## src/rtl/dmem_arb_pkg.sv

```systemverilog
// Shared types and constants for the two-requester byte-serialising data memory arbiter.
package dmem_arb_pkg;

    typedef enum logic [1:0] {
        IDLE = 2'd0,
        XFER = 2'd1,
        RESP = 2'd2
    } state_e;

    localparam int NUM_REQ    = 2;
    localparam int DEF_ADDR_W = 5;
    localparam int DEF_DATA_W = 32;

    function automatic int calc_beats(input int data_w);
        return data_w / 8;
    endfunction

endpackage

```

## src/rtl/dmem_arbiter_if.sv

```systemverilog
// Requester and memory-side bus of dmem_arbiter; slave is the arbiter's view, master the environment's.
interface dmem_arbiter_if #(
    parameter int ADDR_W = dmem_arb_pkg::DEF_ADDR_W,
    parameter int DATA_W = dmem_arb_pkg::DEF_DATA_W
) ();

    logic [1:0]          req_valid;
    logic [1:0]          req_ready;
    logic [1:0]          req_we;
    logic [2*ADDR_W-1:0] req_addr;
    logic [2*DATA_W-1:0] req_wdata;
    logic [1:0]          rsp_done;
    logic [DATA_W-1:0]   rsp_rdata;
    logic [ADDR_W-1:0]   mem_addr;
    logic                mem_we;
    logic [7:0]          mem_wdata;
    logic [7:0]          mem_rdata;
    logic                busy;

    modport slave (
        input  req_valid, req_we, req_addr, req_wdata, mem_rdata,
        output req_ready, rsp_done, rsp_rdata, mem_addr, mem_we, mem_wdata, busy
    );

    modport master (
        output req_valid, req_we, req_addr, req_wdata, mem_rdata,
        input  req_ready, rsp_done, rsp_rdata, mem_addr, mem_we, mem_wdata, busy
    );

endinterface

```

## src/rtl/arb_pick2.sv

```systemverilog
// Combinational two-way picker producing a one-hot grant.
// DMEM_ARB_FIXED_PRIO_EN selects fixed priority (requester 0 first) instead of round-robin.
module arb_pick2
    import dmem_arb_pkg::*;
(
    input  logic [NUM_REQ-1:0] valid_i,
    input  logic               last_grant_i,
    output logic [NUM_REQ-1:0] grant_o
);

`ifdef DMEM_ARB_FIXED_PRIO_EN
    always_comb begin
        grant_o = 2'b00;
        if (valid_i[0])      grant_o = 2'b01;
        else if (valid_i[1]) grant_o = 2'b10;
    end
`else
    // On a tie the requester that did not win last time goes first.
    always_comb begin
        grant_o = valid_i;
        if (valid_i == 2'b11) grant_o = last_grant_i ? 2'b01 : 2'b10;
    end
`endif

endmodule

```

## src/rtl/dmem_arbiter.sv

```systemverilog
// Two-requester arbiter that serialises one word access into BEATS byte cycles, MSB first.
// Arbitration policy is set by DMEM_ARB_FIXED_PRIO_EN inside arb_pick2.
module dmem_arbiter
    import dmem_arb_pkg::*;
#(
    parameter int ADDR_W = DEF_ADDR_W,
    parameter int DATA_W = DEF_DATA_W
) (
    input logic           clk,
    input logic           reset,
    dmem_arbiter_if.slave bus
);

    localparam int BEATS  = calc_beats(DATA_W);
    localparam int BEAT_W = (BEATS > 1) ? $clog2(BEATS) : 1;

    state_e              state_q;
    logic [BEAT_W-1:0]   beat_q;
    logic                last_grant_q;
    logic                owner_q;
    logic                we_q;
    logic [DATA_W-1:0]   wdata_q;
    logic [DATA_W-1:0]   rdata_q;
    logic [NUM_REQ-1:0]  rsp_done_q;
    logic [DATA_W-1:0]   rsp_rdata_q;
    logic [ADDR_W-1:0]   mem_addr_q;
    logic                mem_we_q;
    logic [7:0]          mem_wdata_q;

    logic [NUM_REQ-1:0]  grant;
    logic [NUM_REQ-1:0]  ready;
    logic                win_idx;
    logic                sel_we;
    logic [ADDR_W-1:0]   sel_addr;
    logic [DATA_W-1:0]   sel_wdata;
    logic [DATA_W-1:0]   rdata_d;
    logic                last_beat;

    arb_pick2 u_pick (
        .valid_i      (bus.req_valid),
        .last_grant_i (last_grant_q),
        .grant_o      (grant)
    );

    always_comb begin
        ready     = (state_q == IDLE && !reset) ? grant : '0;
        win_idx   = grant[1];
        sel_we    = bus.req_we[win_idx];
        sel_addr  = bus.req_addr[int'(win_idx)*ADDR_W +: ADDR_W];
        sel_wdata = bus.req_wdata[int'(win_idx)*DATA_W +: DATA_W];
        rdata_d   = (rdata_q << 8) | DATA_W'(bus.mem_rdata);
        last_beat = (beat_q == BEAT_W'(BEATS - 1));
    end

    // The memory-side outputs are registered one beat ahead so each beat is presented
    // for a full cycle starting right after the handshake edge.
    always_ff @(posedge clk) begin
        if (reset) begin
            state_q      <= IDLE;
            beat_q       <= '0;
            last_grant_q <= 1'b1;
            rsp_done_q   <= '0;
            rsp_rdata_q  <= '0;
            mem_we_q     <= 1'b0;
            mem_addr_q   <= '0;
            mem_wdata_q  <= '0;
        end else begin
            rsp_done_q <= '0;
            case (state_q)
                IDLE: begin
                    if (|(bus.req_valid & ready)) begin
                        owner_q      <= win_idx;
                        last_grant_q <= win_idx;
                        we_q         <= sel_we;
                        wdata_q      <= sel_wdata << 8;
                        beat_q       <= '0;
                        mem_addr_q   <= sel_addr;
                        mem_we_q     <= sel_we;
                        mem_wdata_q  <= sel_we ? sel_wdata[DATA_W-1 -: 8] : 8'h00;
                        state_q      <= XFER;
                    end
                end
                XFER: begin
                    rdata_q <= rdata_d;
                    if (last_beat) begin
                        mem_we_q    <= 1'b0;
                        mem_addr_q  <= '0;
                        mem_wdata_q <= '0;
                        rsp_done_q  <= NUM_REQ'(1) << owner_q;
                        rsp_rdata_q <= we_q ? '0 : rdata_d;
                        state_q     <= RESP;
                    end else begin
                        beat_q      <= beat_q + 1'b1;
                        mem_addr_q  <= mem_addr_q + 1'b1;
                        mem_wdata_q <= we_q ? wdata_q[DATA_W-1 -: 8] : 8'h00;
                        wdata_q     <= wdata_q << 8;
                    end
                end
                RESP:    state_q <= IDLE;
                default: state_q <= IDLE;
            endcase
        end
    end

    // Reset gates the write strobe at once so an aborted beat never reaches memory.
    assign bus.req_ready = ready;
    assign bus.rsp_done  = rsp_done_q;
    assign bus.rsp_rdata = rsp_rdata_q;
    assign bus.mem_addr  = mem_addr_q;
    assign bus.mem_we    = mem_we_q & ~reset;
    assign bus.mem_wdata = mem_wdata_q;
    assign bus.busy      = (state_q != IDLE);

endmodule

```

## src/flat_wrapper.sv

```systemverilog
// flat-port wrapper written by rule: the top's interface ports become plain ports
module dmem_arbiter_flat import dmem_arb_pkg::*;
#(
    parameter int ADDR_W = DEF_ADDR_W,
    parameter int DATA_W = DEF_DATA_W
)
  (clk, reset, bus_req_valid, bus_req_we, bus_req_addr, bus_req_wdata, bus_mem_rdata, bus_req_ready, bus_rsp_done, bus_rsp_rdata, bus_mem_addr, bus_mem_we, bus_mem_wdata, bus_busy);
  dmem_arbiter_if #(.ADDR_W(ADDR_W), .DATA_W(DATA_W)) bus_i ();
  input logic clk;
  input logic reset;
  input wire logic [$bits(bus_i.req_valid)-1:0] bus_req_valid;
  input wire logic [$bits(bus_i.req_we)-1:0] bus_req_we;
  input wire logic [$bits(bus_i.req_addr)-1:0] bus_req_addr;
  input wire logic [$bits(bus_i.req_wdata)-1:0] bus_req_wdata;
  input wire logic [$bits(bus_i.mem_rdata)-1:0] bus_mem_rdata;
  output wire logic [$bits(bus_i.req_ready)-1:0] bus_req_ready;
  output wire logic [$bits(bus_i.rsp_done)-1:0] bus_rsp_done;
  output wire logic [$bits(bus_i.rsp_rdata)-1:0] bus_rsp_rdata;
  output wire logic [$bits(bus_i.mem_addr)-1:0] bus_mem_addr;
  output wire logic [$bits(bus_i.mem_we)-1:0] bus_mem_we;
  output wire logic [$bits(bus_i.mem_wdata)-1:0] bus_mem_wdata;
  output wire logic [$bits(bus_i.busy)-1:0] bus_busy;
  assign bus_i.req_valid = bus_req_valid;
  assign bus_i.req_we = bus_req_we;
  assign bus_i.req_addr = bus_req_addr;
  assign bus_i.req_wdata = bus_req_wdata;
  assign bus_i.mem_rdata = bus_mem_rdata;
  assign bus_req_ready = bus_i.req_ready;
  assign bus_rsp_done = bus_i.rsp_done;
  assign bus_rsp_rdata = bus_i.rsp_rdata;
  assign bus_mem_addr = bus_i.mem_addr;
  assign bus_mem_we = bus_i.mem_we;
  assign bus_mem_wdata = bus_i.mem_wdata;
  assign bus_busy = bus_i.busy;
  dmem_arbiter #(.ADDR_W(ADDR_W), .DATA_W(DATA_W)) u_core (.clk(clk), .reset(reset), .bus(bus_i));
endmodule
```

## config.mk

```make
export PLATFORM = sky130hd
export DESIGN_NAME = dmem_arbiter_flat
export DESIGN_NICKNAME = d
export VERILOG_FILES = /design/src/rtl/dmem_arb_pkg.sv /design/src/rtl/dmem_arbiter_if.sv /design/src/rtl/arb_pick2.sv /design/src/rtl/dmem_arbiter.sv /design/src/flat_wrapper.sv
export SDC_FILE = /design/constraint.sdc
export NUM_CORES = 1
export LEC_CHECK = 0
export BUFFER_PORTS_ARGS = -buffer_cell sky130_fd_sc_hd__buf_2
export CAP_MARGIN = 20
export CORE_AREA = 2 2 122 124
export CTS_CLUSTER_SIZE = 30
export DETAILED_ROUTE_END_ITERATION = 16
export DIE_AREA = 0 0 124 126
export GPL_ROUTABILITY_DRIVEN = 0
export PLACE_DENSITY = 0.52
export SLEW_MARGIN = 20
export SYNTH_ARGS = -nofsm -noshare
export SYNTH_HDL_FRONTEND = slang
export SYNTH_SLANG_ARGS = --single-unit
```

## constraint.sdc

```tcl
create_clock -name clk -period 2.9 [get_ports clk]
set_input_delay 0.145 -clock clk [delete_from_list [all_inputs] [get_ports clk]]
set_output_delay 0.145 -clock clk [all_outputs]
set_load 0.02 [all_outputs]
```

# After elaboration in Yosys (flattened, before gate mapping)
# Cells that the tools add are included.
[classes] add_sub_neg=2 multipliers=1 magnitude_cmp=1 eq_ne=6 n_shift=3 n_mux=26 bitwise=6 n_reduce_logical=16
[op_table] cell="2-to-1 mux 32 bit" count=3
[op_table] cell="case mux 32 bit (2 select lines)" count=1
[op_table] cell="variable part select 64 x 7 -> 32 bit" count=1
[op_table] cell="2-to-1 mux 8 bit" count=4
[op_table] cell="bitwise OR 32 x 8 -> 32 bit" count=1
[op_table] cell="variable part select 10 x 32 -> 5 bit" count=1
[op_table] cell="case mux 8 bit (2 select lines)" count=1
[op_table] cell="2-to-1 mux 2 bit" count=7
[op_table] cell="2-to-1 mux 5 bit" count=2
[op_table] cell="case mux 5 bit (2 select lines)" count=1
[op_table] cell="AND reduction 2 bit" count=5
[op_table] cell="AND reduction 3 bit" count=3
[op_table] cell="case mux 2 bit (2 select lines)" count=2
[op_table] cell="adder 5 x 1 -> 5 bit (second input constant)" count=1
[op_table] cell="equality test 2 bit (second input constant)" count=2
[op_table] cell="multiplier 1 x 3 -> 4 bit (second input constant)" count=1
[op_table] cell="2-to-1 mux 1 bit" count=4
[op_table] cell="!= test 2 bit (second input constant)" count=2
[op_table] cell="AND reduction 4 bit" count=1
[op_table] cell="nonzero test 2 bit" count=2
[op_table] cell="inverter 1 bit" count=3
[op_table] cell="OR reduction 3 bit" count=1
[op_table] cell="adder 2 x 1 -> 2 bit (second input constant)" count=1
[op_table] cell="AND 2 bit" count=1
[op_table] cell="other kinds (10)" count=10
[word_totals] ff_bits=111 inputBits=88 output_inout_bits=51 wordCells=73

# Longest topological paths before layout
# Gate-level depths: netlist (run 1).
[logic_depth] word_depth=7 ltp_mapped=6

# Cells and area by module
# A second synthesis (run 1) with hierarchy kept.
[unflattened] cells_unflattened=412 hier_area_um2=4425.5
[modules_own_cells] module="dmem_arbiter" instances=1 cells_each=409 area_per_inst_um2=4406.7
[modules_own_cells] module="arb_pick2" instances=1 cells_each=3 area_per_inst_um2=18.8

# Worst setup path before layout (run 1)
# No wires, ideal clock.
[synth_timing] path_type="input -> register" startpoint="input port reset" endpoint="register u_core.wdata_q[10], enable pin" setup_time_ns=0.435 t_arrival_ns=2.532 required_ns=2.465 slack_ns=-0.067 cell_stages=5 n_path_buf=2 path_cell_list="buf_2 > o21ba_2 > o21bai_4 > buf_4 > nor3_1"
[synth_between] elab_chain_cells=7 word_cells_on_any_way=8
[synth_lines] element="start: declaration" line="flat_wrapper.sv:10" rtl="input logic reset;"
[synth_lines] element="logical NOT 1 bit" line="dmem_arbiter.sv:46" rtl="ready = (state_q == IDLE && !reset) ? grant : '0;"
[synth_lines] element="logical AND 1 bit" line="dmem_arbiter.sv:46"
[synth_lines] element="2-to-1 mux 2 bit" line="dmem_arbiter.sv:46"
[synth_lines] element="AND 2 bit" line="dmem_arbiter.sv:71" rtl="if (|(bus.req_valid & ready)) begin"
[synth_lines] element="OR reduction 2 bit" line="dmem_arbiter.sv:71"
[synth_lines] element="!= test 2 bit (no line)"
[synth_lines] element="AND reduction 4 bit (no line) *"
[synth_lines] element="end signal: assignment" line="dmem_arbiter.sv:75" rtl="wdata_q <= sel_wdata << 8;"
[synth_lines] element="end signal: assignment" line="dmem_arbiter.sv:96" rtl="wdata_q <= wdata_q << 8;"
[synth_lines] element="end: declaration" line="dmem_arbiter.sv:22" rtl="logic [DATA_W-1:0] wdata_q;"
# Mark *: on every way between the ends. The rest lies on a longest branch, timed or not.
# A chain may end at the register's enable or synchronous reset.

# Final worst setup path (run 1)
[layout_timing] startpoint="register u_core.state_q[0]" endpoint="register u_core.rsp_rdata_q[0], in the netlist u_core.bus.rsp_rdata[0]"
[layout_between] elab_chain_cells=2
[layout_lines] element="start: declaration" line="dmem_arbiter.sv:17" rtl="state_e state_q;"
[layout_lines] element="start signal: assignment" line="dmem_arbiter.sv:59" rtl="state_q <= IDLE;"
[layout_lines] element="start signal: assignment" line="dmem_arbiter.sv:80" rtl="state_q <= XFER;"
[layout_lines] element="start signal: assignment" line="dmem_arbiter.sv:91" rtl="state_q <= RESP;"
[layout_lines] element="equality test 2 x 1 -> 1 bit" line="dmem_arbiter.sv:69" rtl="case (state_q)"
[layout_lines] element="AND reduction 2 bit (no line)"
[layout_lines] element="end signal: assignment" line="dmem_arbiter.sv:90" rtl="rsp_rdata_q <= we_q ? '0 : rdata_d;"
[layout_lines] element="end: declaration" line="dmem_arbiter.sv:25" rtl="logic [DATA_W-1:0] rsp_rdata_q;"
# No other way between the ends.

==> results of run 1 <==
## Yosys cell counts, types with 4 or more instances
master and instances:
nand3_1 18, clkbuf_1 5, inv_1 5, dfxtp_1 53
edfxtp_1 50, a22o_1 27, buf_2 12, nand2_1 63
nand3b_1 6, nor3_1 5, a21o_1 8, a31oi_1 16
buf_1 4, nor2_1 32, a21oi_1 27, a211oi_2 8
## worst min-delay path, stage by stage
cell     delay (ns)
buf_2          0.12
nand2_1        0.06
a221o_1        0.12
## layer usage
layer / up-vias / global-route usage, % / part of all wire (%)
met3: 9 / 3.080 / 5.2
li1: 1669 / - / -
met1: 1582 / 18.30 / 46
met4: 0 / 4.693 / 1.5
met5: - / 0 / 0
met2: 80 / 21.75 / 48
## repair_timing
item	CTS	global route
hold buffers	7	1
hold endpoints to repair	7	1
setup endpoints to repair	0	0
## final timing paths
| kind | from | end | slack, ns | depth (start not counted) |
|---|---|---|---|---|
| max | u_core.state_q[0] | u_core.bus.rsp_rdata[0] | 1.04 | 5 |
| min | bus_req_valid[0] | u_core.last_grant_q | 0.13 | 3 |
| max reg2reg | u_core.state_q[0] | u_core.bus.rsp_rdata[0] | 1.04 | 5 |
| min reg2reg | u_core.bus.rsp_rdata[25] | u_core.bus.rsp_rdata[25] | 0.45 | 2 |
## cells in the final DEF, fill, tap and decap left out, drive strengths merged, types with 2 or more instances in the layout
cell / n
buf: 145
nand2: 64
dfxtp: 53
edfxtp: 50
nor2: 34
a21oi: 27
a22o: 27
nand3: 18
a31oi: 16
clkbuf: 9
inv: 9
a21o: 8
a211oi: 8
dlygate4sd3: 8
nand3b: 6
nor3: 6
mux2i: 3
o32ai: 3
clkinvlp: 3
nor2b: 2
nand2b: 2
o21ba: 2
o32a: 2
ha: 2
## flip-flops by register name, indices dropped and copies added (netlist names)
signal / flops
u_core.state_q: 2
u_core.mem_we_q: 1
u_core.last_grant_q: 1
u_core.beat_q: 2
u_core.wdata_q: 24
u_core.bus.rsp_done: 2
u_core.bus.mem_wdata: 8
u_core.we_q: 1
u_core.rdata_q: 24
u_core.bus.rsp_rdata: 32
u_core.owner_q: 1
u_core.bus.mem_addr: 5
## cells by family (layout without fill, tap and decap cells)
family / after synthesis / in the layout / synth area share (%)
buf+inv: 32 / 175 / 3.814
simple gates: 138 / 138 / 15.61
compound gates: 101 / 101 / 18.45
fa+ha+maj: 2 / 2 / 0.5913
mux: 4 / 4 / 0.9758
flops: 103 / 103 / 60.56
## power groups by stage
| stage | logic (uW) | clock network (uW) | registers (uW) |
|---|---|---|---|
| after floorplan | 223 | 0 | 1680 |
| after global placement | 373 | 0 | 1670 |
| after detailed placement | 381 | 0 | 1670 |
| after CTS | 389 | 1200 | 1640 |
| after global routing | 428 | 1270 | 1640 |
| final | 384 | 1170 | 1640 |
## area by class of cell
| cell class | instances | area share (%) |
|---|---|---|
| Clock buffer | 9 | 4.132 |
| Clock inverter | 7 | 1.194 |
| Inverter | 6 | 0.4132 |
| Tap cell | 184 | 4.224 |
| Timing Repair Buffer | 153 | 15.11 |
| Multi-Input combinational cell | 245 | 27.92 |
| Sequential cell | 103 | 47.02 |
## metrics by stage
stage	setup WS (ns)	utilization, %
finish	1.045	38.08
global route	0.8616	38.08
CTS	1.020	38.01
detailed placement	1.034	35.49
global placement	1.132	35.49
floorplan	0.6689	-
==> results.sh, run 1 <==
export IMPL_cts_root_buf="clkbuf_16"
export IMPL_htreeDepth=3
export IMPL_synthFlopType="dfxtp_1"
export IMPL_cp_start_kind="register"
export IMPL_synth_avg_cell_area_um2=11.14
export IMPL_crit_required_ns=3.19
export IMPL_core_area_mm2=0.01431
export IMPL_fillCellCount=1497
export IMPL_fin_crit_sh_pct=63.97
export IMPL_track_usage_pct=13.67
export IMPL_netSwitchingPower_uw=829.3
export IMPL_status="complete, no violations"
export IMPL_cp_slowest_cell="and2b_2"
export IMPL_worstMarginPinSlew_ns=0.6632
export IMPL_drt_total_wl_um=10560
export IMPL_finClkSkew_ns=0.007397
export IMPL_multiInputGateArea_mm2=0.001521
export IMPL_gr_total_overflow=0
export IMPL_dp_cells=683
export IMPL_hold_ws_ns=0.1293
export IMPL_tns_ns=0
export IMPL_num_vias=3340
export IMPL_async_reset_ff_share_pct=0
export IMPL_slew_violations=0
export IMPL_path_buf_inv=1
export IMPL_ys_types=45
export IMPL_postCtsSetupBuffers=0
export IMPL_crit_type="register to register"
export IMPL_cts_sinks=103
export IMPL_maxCapViolations=0
export IMPL_start_util_pct=29.56
export IMPL_finalNonFillerCells=707
export IMPL_clk_insertion_delay_late_ns=0.35
export IMPL_via_per_inst=4.724
export IMPL_rows=44
export IMPL_grt_pass1_wl_um=16570
export IMPL_cellLeakagePower_uw=0.002315
export IMPL_period_needed_ns=1.855
export IMPL_routedWlPerCell_um=14.94
export IMPL_drc=0
export IMPL_fp_dieH_um=126
export IMPL_ys_seq_area_share_pct=60.56
export IMPL_cts_tree="yes"
export IMPL_crit_path_end_kind="register"
export IMPL_synth_top_area_cell="edfxtp_1"
export IMPL_ir_drop_uv=237.8
export IMPL_antenna_found_initial=0
export IMPL_cts_resized=0
export IMPL_synth_warnings=0
export IMPL_syn2layout_area_growth_pct=28.80
export IMPL_rsz0062_at_grt="no"
export IMPL_grt_pass1_vias=3306
export IMPL_synth_top_area_share_pct=35.48
export IMPL_ys_ff_latch=103
export IMPL_syn_area_mm2=0.004232
export IMPL_clkTransAtPathRegs_ns=0.07
export IMPL_max_freq_mhz=539.0
export IMPL_cts_made_buffers=9
export IMPL_drive_above_1_share_pct=34.99
export IMPL_num_io_pins=139
export IMPL_drt_iter0_markers=206
export IMPL_synth_edf_count=50
export IMPL_fin_area_mm2=0.005450
export IMPL_dieArea_mm2=0.01562
export IMPL_internal_power_uw=2362
export IMPL_setup_violations=0
export IMPL_synthTopCellsByArea="edfxtp_1 (35%), dfxtp_1 (25%), a22o_1 (5.6%)"
export IMPL_crit_chain="and2b_2 > nand2_4 > nor3_4 > buf_4 > a22o_1"
export IMPL_final_nets=608
export IMPL_cpPeakStageDelay_ns=0.52
export IMPL_powerDensity_mw_per_mm2=585.6
export IMPL_swShare_pct=25.98
export IMPL_die_w_um=124
export IMPL_comb_power_share_pct=12.0
export IMPL_cp_top_family="simple AND/OR/NAND/NOR gates"
export IMPL_syn_nets=470
export IMPL_worst_path_max_fanout=26
export IMPL_hold_viol=0
export IMPL_postRouteAntennaNets=0
export IMPL_clockPowerShare_pct=36.7
export IMPL_clockBufferDepth=2
export IMPL_grt_max_degree=37
export IMPL_regArea_mm2=0.002562
export IMPL_dr_pass1_iters=4
export IMPL_min_path_type="primary input to register"
export IMPL_antenna_cells=0
export IMPL_placed_area_mm2=0.005080
export IMPL_seqPwrFrac_pct=51.3
export IMPL_total_power_uw=3191
export IMPL_maxSlewHeadroom_pct=55.68
export IMPL_port_buffers=138
export IMPL_hpwlAfterDp_um=7388
export IMPL_syn_inst=380
export IMPL_crit_arrival_ns=2.14
Note: power is estimated with default switching activity, not from simulation.
==> inputs of run 2 (changes only) <==
Settings changed: PLACE_DENSITY 0.52 to 0.51.
Clock period 2.9 ns to 1.9 ns, I/O delays scaled along.
==> run 2 against run 1 <==
Cell area increased by 1.8%. Cell count is 0.85% higher. Critical path type is now register to output pin. Routed wire length rose by 0.64%. Setup slack worse by 0.91 ns.
==> results.sh, run 2 (synthesized netlist as in run 1, its figures left out) <==
export IMPL_routedWlPerCell_um=14.91
export IMPL_fillCellCount=1489
export IMPL_postCtsSetupBuffers=0
export IMPL_cp_slowest_cell="dfxtp_1"
export IMPL_crit_type="register to output pin"
export IMPL_grt_pass1_wl_um=17190
export IMPL_finClkSkew_ns=0.006120
export IMPL_r2r_slack_ns=0.19
export IMPL_cts_resized=0
export IMPL_cts_tree="yes"
export IMPL_regArea_mm2=0.002562
export IMPL_rows=44
export IMPL_tns_ns=0
export IMPL_final_nets=614
export IMPL_setup_violations=0
export IMPL_gr_total_overflow=0
export IMPL_dr_pass1_iters=4
export IMPL_track_usage_pct=14.35
export IMPL_crit_required_ns=1.80
export IMPL_ir_drop_uv=341.8
export IMPL_worstMarginPinSlew_ns=0.6007
export IMPL_drive_above_1_share_pct=35.73
export IMPL_grt_max_degree=34
export IMPL_syn2layout_area_growth_pct=31.08
export IMPL_setup_ws_ns=0.1398
export IMPL_multiInputGateArea_mm2=0.001521
export IMPL_powerDensity_mw_per_mm2=908.7
export IMPL_cts_sinks=103
export IMPL_slew_violations=0
export IMPL_path_buf_inv=2
export IMPL_min_path_type="primary input to register"
export IMPL_cts_root_buf="clkbuf_16"
export IMPL_cts_made_buffers=9
export IMPL_antenna_found_initial=0
export IMPL_htreeDepth=3
export IMPL_final_cell_mix="buf_2 (138), nand2_1 (63), dfxtp_1 (53), edfxtp_1 (50), nor2_1 (31)"
export IMPL_fin_crit_sh_pct=92.64
export IMPL_drt_total_wl_um=10630
export IMPL_port_buffers=138
export IMPL_dieArea_mm2=0.01562
export IMPL_largest_register_ffs=32
export IMPL_fp_dieH_um=126
export IMPL_num_io_pins=139
export IMPL_antenna_cells=0
export IMPL_cp_top_family="buffers and inverters"
export IMPL_crit_chain="a21bo_2 > buf_4 > nor3_1 > buf_2"
export IMPL_status="complete, no violations"
export IMPL_via_per_inst=4.725
export IMPL_postRouteAntennaNets=0
export IMPL_drt_iter0_markers=213
export IMPL_core_area_mm2=0.01431
export IMPL_maxCapViolations=0
export IMPL_clkTransAtPathRegs_ns=0.07
export IMPL_dp_worst_setup_slack_ns=0.1977
export IMPL_drc=0
export IMPL_crit_path_end_kind="output pin"
export IMPL_cellLeakagePower_uw=0.002368
export IMPL_hpwlAfterDp_um=7601
export IMPL_cp_start_kind="register"
export IMPL_period_needed_ns=1.760
export IMPL_num_vias=3369
export IMPL_clk_insertion_delay_late_ns=0.36
export IMPL_finalNonFillerCells=713
export IMPL_worst_path_max_fanout=25
export IMPL_final_common_cell="buf_2"
export IMPL_dp_cells=689
export IMPL_grt_pass1_vias=3447
export IMPL_cpPeakStageDelay_ns=0.35
export IMPL_max_freq_mhz=568.1
export IMPL_hold_viol=0
export IMPL_maxSlewHeadroom_pct=59.86
export IMPL_rsz0062_at_grt="no"
export IMPL_die_w_um=124
export IMPL_final_util_pct=38.75
export IMPL_start_util_pct=29.56
export IMPL_clockBufferDepth=2
export IMPL_crit_arrival_ns=1.67
[run 2: changes by cell type in the layout (fill, tap and decap cells not counted)]
cell / previous run / this run
buf_4: 7 / 11
clkinv_4: 0 / 2
buf_12: 0 / 2
clkinvlp_4: 3 / 1
clkinv_8: 0 / 1
bufinv_16: 0 / 1
inv_8: 3 / 1
[run 2: through the flow]
step	total power, uW	hold slack [ns]	cell area, um^2
after global routing	5271	0.08621	5547
final	5040	0.07812	5547
after global placement	3145	0.2862	5150
after detailed placement	3155	0.2889	5150
after CTS	5117	0.06677	5547
after floorplan	2911	0.1939	4245
[run 2: tightest hold or removal path: stages]
cell	delay [ns]
buf_2	0.07
nand2_1	0.04
a21oi_1	0.11
[run 2: final timing paths]
check                                              start                  endpoint  cells after the start
worst min register to register  u_core.bus.rsp_rdata[25]  u_core.bus.rsp_rdata[25]                      2
worst max-delay path                 u_core.last_grant_q          bus_req_ready[1]                      4
worst min-delay path                   bus_req_wdata[33]         u_core.wdata_q[9]                      3
worst max register to register          u_core.beat_q[0]  u_core.bus.rsp_rdata[23]                      5
[run 2: timing repair]
item,4_1_cts,5_1_grt
hold buffers,8,0
hold endpoints to repair,15,0
setup endpoints to repair,0,0
[run 2: area by class of cell]
type                    count  share of cell area, %
flip-flops and latches    103                  46.20
inverters                   6                 0.4060
well taps                 184                  4.151
multi-input cells         245                  27.43
clock inverters             7                  1.647
clock buffers               9                  4.060
repair buffers            159                  16.11
[run 2: per-layer routing]
layer / vias to the layer above / GRT usage (%) / wire, um
met3: 14 / 2.763 / 546
met4: 0 / 7.469 / 264
met5: - / 0 / 0
met1: 1600 / 18.37 / 4761
li1: 1676 / - / -
met2: 79 / 22.85 / 5059
[run 2: report_power, final]
group | switching [uW] | internal, uW | total (uW) | leakage (uW)
sequential | 53.8 | 2440 | 2500 | 0.000898
clock | 882 | 1050 | 1930 | 0.000151
combinational | 350 | 259 | 609 | 0.00132
